===== config.mk =====
export PLATFORM = sky130hd
export DESIGN_NAME = soc_bus
export DESIGN_NICKNAME = d
export VERILOG_FILES = /design/src/rtl/soc_bus_pkg.sv /design/src/rtl/soc_bus_decode.sv /design/src/rtl/soc_bus.sv
export SDC_FILE = /design/constraint.sdc
export NUM_CORES = 1
export LEC_CHECK = 0
export ABC_AREA = 1
export BUFFER_PORTS_ARGS = -buffer_cell sky130_fd_sc_hd__buf_2
export CAP_MARGIN = 25
export CORE_AREA = 2 2 171 173
export CTS_BUF_LIST = sky130_fd_sc_hd__clkbuf_8 sky130_fd_sc_hd__clkbuf_16
export CTS_CLUSTER_DIAMETER = 40
export DETAILED_ROUTE_END_ITERATION = 10
export DIE_AREA = 0 0 173 175
export GPL_ROUTABILITY_DRIVEN = 0
export PLACE_DENSITY = 0.63
export SYNTH_ARGS = -nofsm -noshare
export SYNTH_HDL_FRONTEND = slang
export SYNTH_SLANG_ARGS = --single-unit

===== constraint.sdc =====
create_clock -name clk -period 1.42 [get_ports clk]
set_input_delay 0.284 -clock clk [delete_from_list [all_inputs] [get_ports clk]]
set_output_delay 0.284 -clock clk [all_outputs]
set_load 0.05 [all_outputs]

===== src/rtl/soc_bus_pkg.sv =====
// Shared types and constants for the soc_bus CPU-to-RAM/IO bridge.
package soc_bus_pkg;

  typedef enum logic [1:0] {
    ST_IDLE    = 2'd0,
    ST_RAM_ACC = 2'd1,
    ST_IO_WAIT = 2'd2,
    ST_RESP    = 2'd3
  } state_t;

  localparam int unsigned IO_SEL_BIT = 22;
  localparam int unsigned IDX_LSB    = 2;
  localparam int unsigned IDX_MSB    = 4;
  localparam logic [31:0] ERR_RDATA  = 32'hDEAD_BEEF;

endpackage


===== src/rtl/soc_bus_decode.sv =====
// Region/channel decode of a CPU address and read-data mux for the peripheral channels.
module soc_bus_decode
  import soc_bus_pkg::*;
#(
  parameter int NUM_PERIPH = 4
) (
  input  logic                    i_io_bit,
  input  logic [2:0]              i_idx,
  input  logic [2:0]              i_chan,
  input  logic [32*NUM_PERIPH-1:0] i_per_rdata,
  output logic                    o_is_io,
  output logic [2:0]              o_idx,
  output logic                    o_idx_ok,
  output logic [31:0]             o_chan_rdata
);

  assign o_is_io  = i_io_bit;
  assign o_idx    = i_idx;
  assign o_idx_ok = (int'(i_idx) < NUM_PERIPH);

  always_comb begin
    o_chan_rdata = '0;
    for (int unsigned i = 0; i < NUM_PERIPH; i++) begin
      if (i_chan == 3'(i)) o_chan_rdata = i_per_rdata[32*i +: 32];
    end
  end

endmodule


===== src/rtl/soc_bus.sv =====
// CPU bus bridge: routes single transactions to the RAM or to one of NUM_PERIPH IO channels.
// Optional IO wait timeout enabled by defining SOC_BUS_TIMEOUT_EN.
module soc_bus
  import soc_bus_pkg::*;
#(
  parameter int NUM_PERIPH = 4,
  parameter int RAM_ADDR_W = 16,
  parameter int TIMEOUT    = 15
) (
  input  logic                     clk,
  input  logic                     rst,
  input  logic [31:0]              mem_addr,
  input  logic [31:0]              mem_wdata,
  input  logic [3:0]               mem_wstrb,
  input  logic                     mem_rstrb,
  output logic [31:0]              mem_rdata,
  output logic                     mem_busy,
  output logic                     mem_ready,
  output logic [31:0]              ram_addr,
  output logic [31:0]              ram_wdata,
  output logic [3:0]               ram_wstrb,
  output logic                     ram_rstrb,
  input  logic [31:0]              ram_rdata,
  output logic [NUM_PERIPH-1:0]    per_sel,
  output logic [31:0]              per_addr,
  output logic [31:0]              per_wdata,
  output logic [3:0]               per_wstrb,
  input  logic [32*NUM_PERIPH-1:0] per_rdata,
  input  logic [NUM_PERIPH-1:0]    per_ack,
  output logic [31:0]              cycle,
  output logic                     bus_err
);

  localparam logic [31:0] RAM_MASK =
    (RAM_ADDR_W >= 32) ? 32'hFFFF_FFFF : ((32'd1 << RAM_ADDR_W) - 32'd1);

  state_t                r_state, w_next;
  logic [31:0]           r_addr, r_wdata, r_rdata, r_cycle;
  logic [3:0]            r_wstrb, r_ram_wstrb;
  logic                  r_ram_rstrb, r_is_read, r_ram_wait, r_bus_err, r_chan_ok;
  logic [2:0]            r_chan;
  logic [NUM_PERIPH-1:0] r_sel;

  logic                  w_req, w_is_io, w_idx_ok, w_ack, w_tmo_hit;
  logic [2:0]            w_idx;
  logic [31:0]           w_chan_rdata;

  soc_bus_decode #(.NUM_PERIPH(NUM_PERIPH)) u_decode (
    .i_io_bit     (mem_addr[IO_SEL_BIT]),
    .i_idx        (mem_addr[IDX_MSB:IDX_LSB]),
    .i_chan       (r_chan),
    .i_per_rdata  (per_rdata),
    .o_is_io      (w_is_io),
    .o_idx        (w_idx),
    .o_idx_ok     (w_idx_ok),
    .o_chan_rdata (w_chan_rdata)
  );

  assign w_req = mem_rstrb | (|mem_wstrb);
  assign w_ack = |(per_ack & r_sel);

`ifdef SOC_BUS_TIMEOUT_EN
  logic [31:0] r_tmo;
  assign w_tmo_hit = (r_tmo == 32'(TIMEOUT - 1));

  always_ff @(posedge clk) begin
    if (rst || r_state != ST_IO_WAIT) r_tmo <= '0;
    else                              r_tmo <= r_tmo + 32'd1;
  end
`else
  // Without the timeout feature an IO wait never expires.
  assign w_tmo_hit = (TIMEOUT < 0);
`endif

  always_ff @(posedge clk) begin
    if (rst) r_state <= ST_IDLE;
    else     r_state <= w_next;
  end

  always_comb begin
    w_next = r_state;
    unique case (r_state)
      ST_IDLE:    if (w_req) w_next = w_is_io ? ST_IO_WAIT : ST_RAM_ACC;
      ST_RAM_ACC: if (r_ram_wait) w_next = ST_RESP;
      ST_IO_WAIT: if (!r_chan_ok || w_ack || w_tmo_hit) w_next = ST_RESP;
      ST_RESP:    w_next = ST_IDLE;
      default:    w_next = ST_IDLE;
    endcase
  end

  always_ff @(posedge clk) begin
    if (rst) begin
      r_addr      <= '0;
      r_wdata     <= '0;
      r_wstrb     <= '0;
      r_rdata     <= '0;
      r_ram_wstrb <= '0;
      r_ram_rstrb <= 1'b0;
      r_is_read   <= 1'b0;
      r_ram_wait  <= 1'b0;
      r_bus_err   <= 1'b0;
      r_chan      <= '0;
      r_chan_ok   <= 1'b0;
      r_sel       <= '0;
    end else begin
      r_ram_wstrb <= '0;
      r_ram_rstrb <= 1'b0;
      unique case (r_state)
        ST_IDLE: begin
          if (w_req) begin
            r_addr     <= mem_addr;
            r_wdata    <= mem_wdata;
            r_wstrb    <= mem_wstrb;
            r_is_read  <= mem_rstrb && (mem_wstrb == 4'h0);
            r_chan     <= w_idx;
            r_chan_ok  <= w_idx_ok;
            r_ram_wait <= 1'b0;
            if (!w_is_io) begin
              r_ram_wstrb <= mem_wstrb;
              r_ram_rstrb <= mem_rstrb && (mem_wstrb == 4'h0);
            end else if (w_idx_ok) begin
              r_sel <= NUM_PERIPH'(1) << w_idx;
            end
          end
        end
        // Second RAM_ACC cycle is where the RAM read data becomes valid.
        ST_RAM_ACC: begin
          r_ram_wait <= 1'b1;
          if (r_ram_wait && r_is_read) r_rdata <= ram_rdata;
        end
        ST_IO_WAIT: begin
          if (!r_chan_ok) begin
            r_bus_err <= 1'b1;
            if (r_is_read) r_rdata <= '0;
          end else if (w_ack) begin
            r_sel <= '0;
            if (r_is_read) r_rdata <= w_chan_rdata;
          end else if (w_tmo_hit) begin
            r_sel     <= '0;
            r_bus_err <= 1'b1;
            if (r_is_read) r_rdata <= ERR_RDATA;
          end
        end
        default: ;
      endcase
    end
  end

  always_ff @(posedge clk) begin
    if (rst) r_cycle <= '0;
    else     r_cycle <= r_cycle + 32'd1;
  end

  assign mem_rdata = r_rdata;
  assign mem_busy  = (r_state == ST_RAM_ACC) || (r_state == ST_IO_WAIT);
  assign mem_ready = (r_state == ST_RESP);
  assign ram_addr  = r_addr & RAM_MASK;
  assign ram_wdata = r_wdata;
  assign ram_wstrb = r_ram_wstrb;
  assign ram_rstrb = r_ram_rstrb;
  assign per_sel   = r_sel;
  assign per_addr  = r_addr;
  assign per_wdata = r_wdata;
  assign per_wstrb = r_wstrb;
  assign cycle     = r_cycle;
  assign bus_err   = r_bus_err;

endmodule


==> results.cfg <==
[run_status]
status = complete, but fails checks
violations = setup timing

[sta]
rsz0062_at_grt = true
hold_slack_ns = 0.1038
setup_slack_ns = -0.2274
slew_violations = 0
finalClockSkew_ns = 0.009570
tns_ns = -6.325
fmax_mhz = 607.0
final.period_utilization_pct = 116.0
hold_viol = 0
finalSetupViolations = 38
fin_crit_ns = 1.647

[finish]
drive_above_1_share_pct = 38.56
finalNetCount = 1937
fillers = 2970
postLayoutCoreUtil_pct = 42.78
synthToLayoutAreaGrowth_pct = 50.40

[floorplan]
die-height_um = 175
coreArea_um2 = 28390
initial_utilization_pct = 28.44
io_pins = 443
num_rows = 62
dieArea_um2 = 30280
die_w_um = 173

[clock_network]
clk_pin_slew_ns = 0.07
cts_root_buf = clkbuf_16
cts_tree = built
cts_buffer_depth = 2
cts_buffers = 17
cts_hold_buf = 0
htreeDepth = 4
clock_latency_ns = 0.43
cts_num_sinks = 147

[global_routing]
grt_max_degree = 57
antenna_found_initial = 1
overflow = 0
grt_usage_pct = 18.87
grt_pass1_vias = 8708
met3_usage_pct = 4.417
grtUsageMet2_pct = 32.75
grtUsageMet1_pct = 23.22
top_usage_layer = met2
grt_pass1_wl_um = 45430

[drt]
routedWlPerCell_um = 14.78
vias_per_cell = 4.539
drc = 0
postRouteAntennaNets = 0
wl_um = 30940
vias = 9504
drt-pass1-iter-count = 5
drtIter0Drc = 456

[yosys]
synth_top_area_cell = dfxtp_1
synth_commonest_cells = 283 x nor2_1, 279 x nand2_1, 147 x dfxtp_1
ys_seq_area_share_pct = 36.44
syn_area_um2 = 8075
yosysUniqueCellTypes = 31
synth-adder-area-share_pct = 0.9297
yosys_register_bits = 147
synth_cells = 1286
synth_top_area_share_pct = 36.44
synthMuxAreaShare_pct = 0
synth_top_family_by_area = simple AND/OR/NAND/NOR gates
synth-compound-area-share_pct = 12.27
synth_xor_area_share_pct = 1.085
ys.flop_type = dfxtp_1
synthArstFlopShare_pct = 0
ys_warn_count = 0
synth_area_leaders = dfxtp_1 36%, nor2_1 13%, nand2_1 13%
synthMostInstantiatedCell = nor2_1
synth_edf_count = 0
synth-simple-area-share_pct = 34.35
avgSynthCellArea_um2 = 6.279

[worst_setup_path]
crit_fanout = 6
endpoint_kind = flip-flop
r2r_setup_slack_ns = -0.23
cp.required_ns = 1.74
start_kind = flip-flop
path_class = reg -> reg
worstPathArrival_ns = 1.97

[power_and_ir_drop]
vdd_drop_max_mv = 1.073
p_per_area_nw_per_um2 = 2234
leakage_nw = 6.196
p_total_mw = 27.14

[worst_hold_path]
worstHoldPathType = in -> reg

[place]
port_buffers = 426
hpwl_um = 23270

[job]
maxCapViolations = 0
## per-stage QoR
stage | cell area [µm²] | worst slack (ns) | instances
final | 12150 | -0.2274 | 2094
after global placement | 10710 | -0.1905 | 2041
after detailed placement | 10710 | -0.2082 | 2041
after floorplan | 8238 | -0.01386 | 1301
after global routing | 12150 | -0.3021 | 2094
after CTS | 11630 | -0.2203 | 2078
## worst max-delay path, stage by stage (launching register included)
cell and delay [ns]:
dfxtp_2 0.33, buf_6 0.11, ha_4 0.16, inv_2 0.05
nand2_1 0.04, nand2_1 0.07, inv_2 0.05, a21oi_4 0.20
buf_6 0.16, clkbuf_16 0.16, nand3_2 0.07, nor2_2 0.09
nor2_1 0.06
## power breakdown
group          total (mW)  switching, mW  internal [mW]
registers            6.00          0.745           5.26
logic                16.3           11.3           5.06
clock network        4.82           2.04           2.78
## per-layer routing
metal | vias to the layer above | wire length [µm]
met3 | 34 | 2003
met5 | - | 0
met1 | 4315 | 13240
met2 | 384 | 15190
met4 | 0 | 505
li1 | 4771 | -
## final cells by class
cell class | count | area (µm²) | area share [%]
repair buffers | 505 | 3297 | 27.15
well taps | 384 | 480.5 | 3.956
clock buffers | 18 | 450.4 | 3.709
multi-input cells | 909 | 4275 | 35.20
clock inverters | 14 | 180.2 | 1.483
inverters | 116 | 450.4 | 3.709
diodes | 1 | 2.502 | 0.02060
flip-flops and latches | 147 | 3009 | 24.78
## kinds of logic (layout without fill, tap and decap cells)
group	after synthesis	in the layout
AND/OR/NAND/NOR	683	683
XOR/XNOR	10	10
flip-flops	147	147
AO/OA/AOI/OAI	194	194
other	1	17
adder cells (fa/ha/maj)	6	6
buffers and inverters	245	653
## layout by cell type, fill, tap and decap left out, drive strengths merged
cell | Yosys | layout
buf | 91 | 469
nor2 | 288 | 288
nand2 | 283 | 283
dfxtp | 147 | 147
o21ai | 137 | 137
inv | 114 | 121
nand3 | 94 | 94
a21oi | 53 | 53
clkbuf | 38 | 53
conb | 1 | 16
clkinv | 2 | 7
nand3b | 6 | 6
xnor2 | 6 | 6
nor3 | 6 | 6
ha | 6 | 6
nand4 | 5 | 5
xor2 | 4 | 4
o21a | 2 | 2
bufinv | 0 | 2
diode | 0 | 1
a21boi | 1 | 1
a31oi | 1 | 1
or2 | 1 | 1
bufbuf | 0 | 1
## path summary, 6_finish.rpt
path,startpoint,endpoint,depth (start not counted)
max,r_state[0]$_SDFFE_PP0P_,mem_rdata[15]$_SDFFE_PP0P_,12
min,mem_wdata[24],per_wdata[24]$_SDFFE_PP0P_,3
max reg2reg,r_state[0]$_SDFFE_PP0P_,mem_rdata[15]$_SDFFE_PP0P_,12
min reg2reg,bus_err$_SDFFE_PP0P_,bus_err$_SDFFE_PP0P_,2
## what timing repair did
| action | 4_1_cts | 5_1_grt |
|---|---|---|
| buffers inserted | 4 | 11 |
| setup endpoints to repair | 132 | 100 |
| pin swaps | 10 | 39 |
| gates cloned | 1 | 5 |
| gates resized for setup | 69 | 112 |
## registers in the layout, summed over array words and instances, names as in the netlist
signal	cells
ram_rstrb	1
per_sel	4
r_is_read	1
r_ram_wait	1
mem_rdata	32
per_wdata	32
ram_wstrb	4
cycle	32
per_addr	32
r_state	2
r_chan_ok	1
bus_err	1
per_wstrb	4
Power figures use the tool's default switching activity.
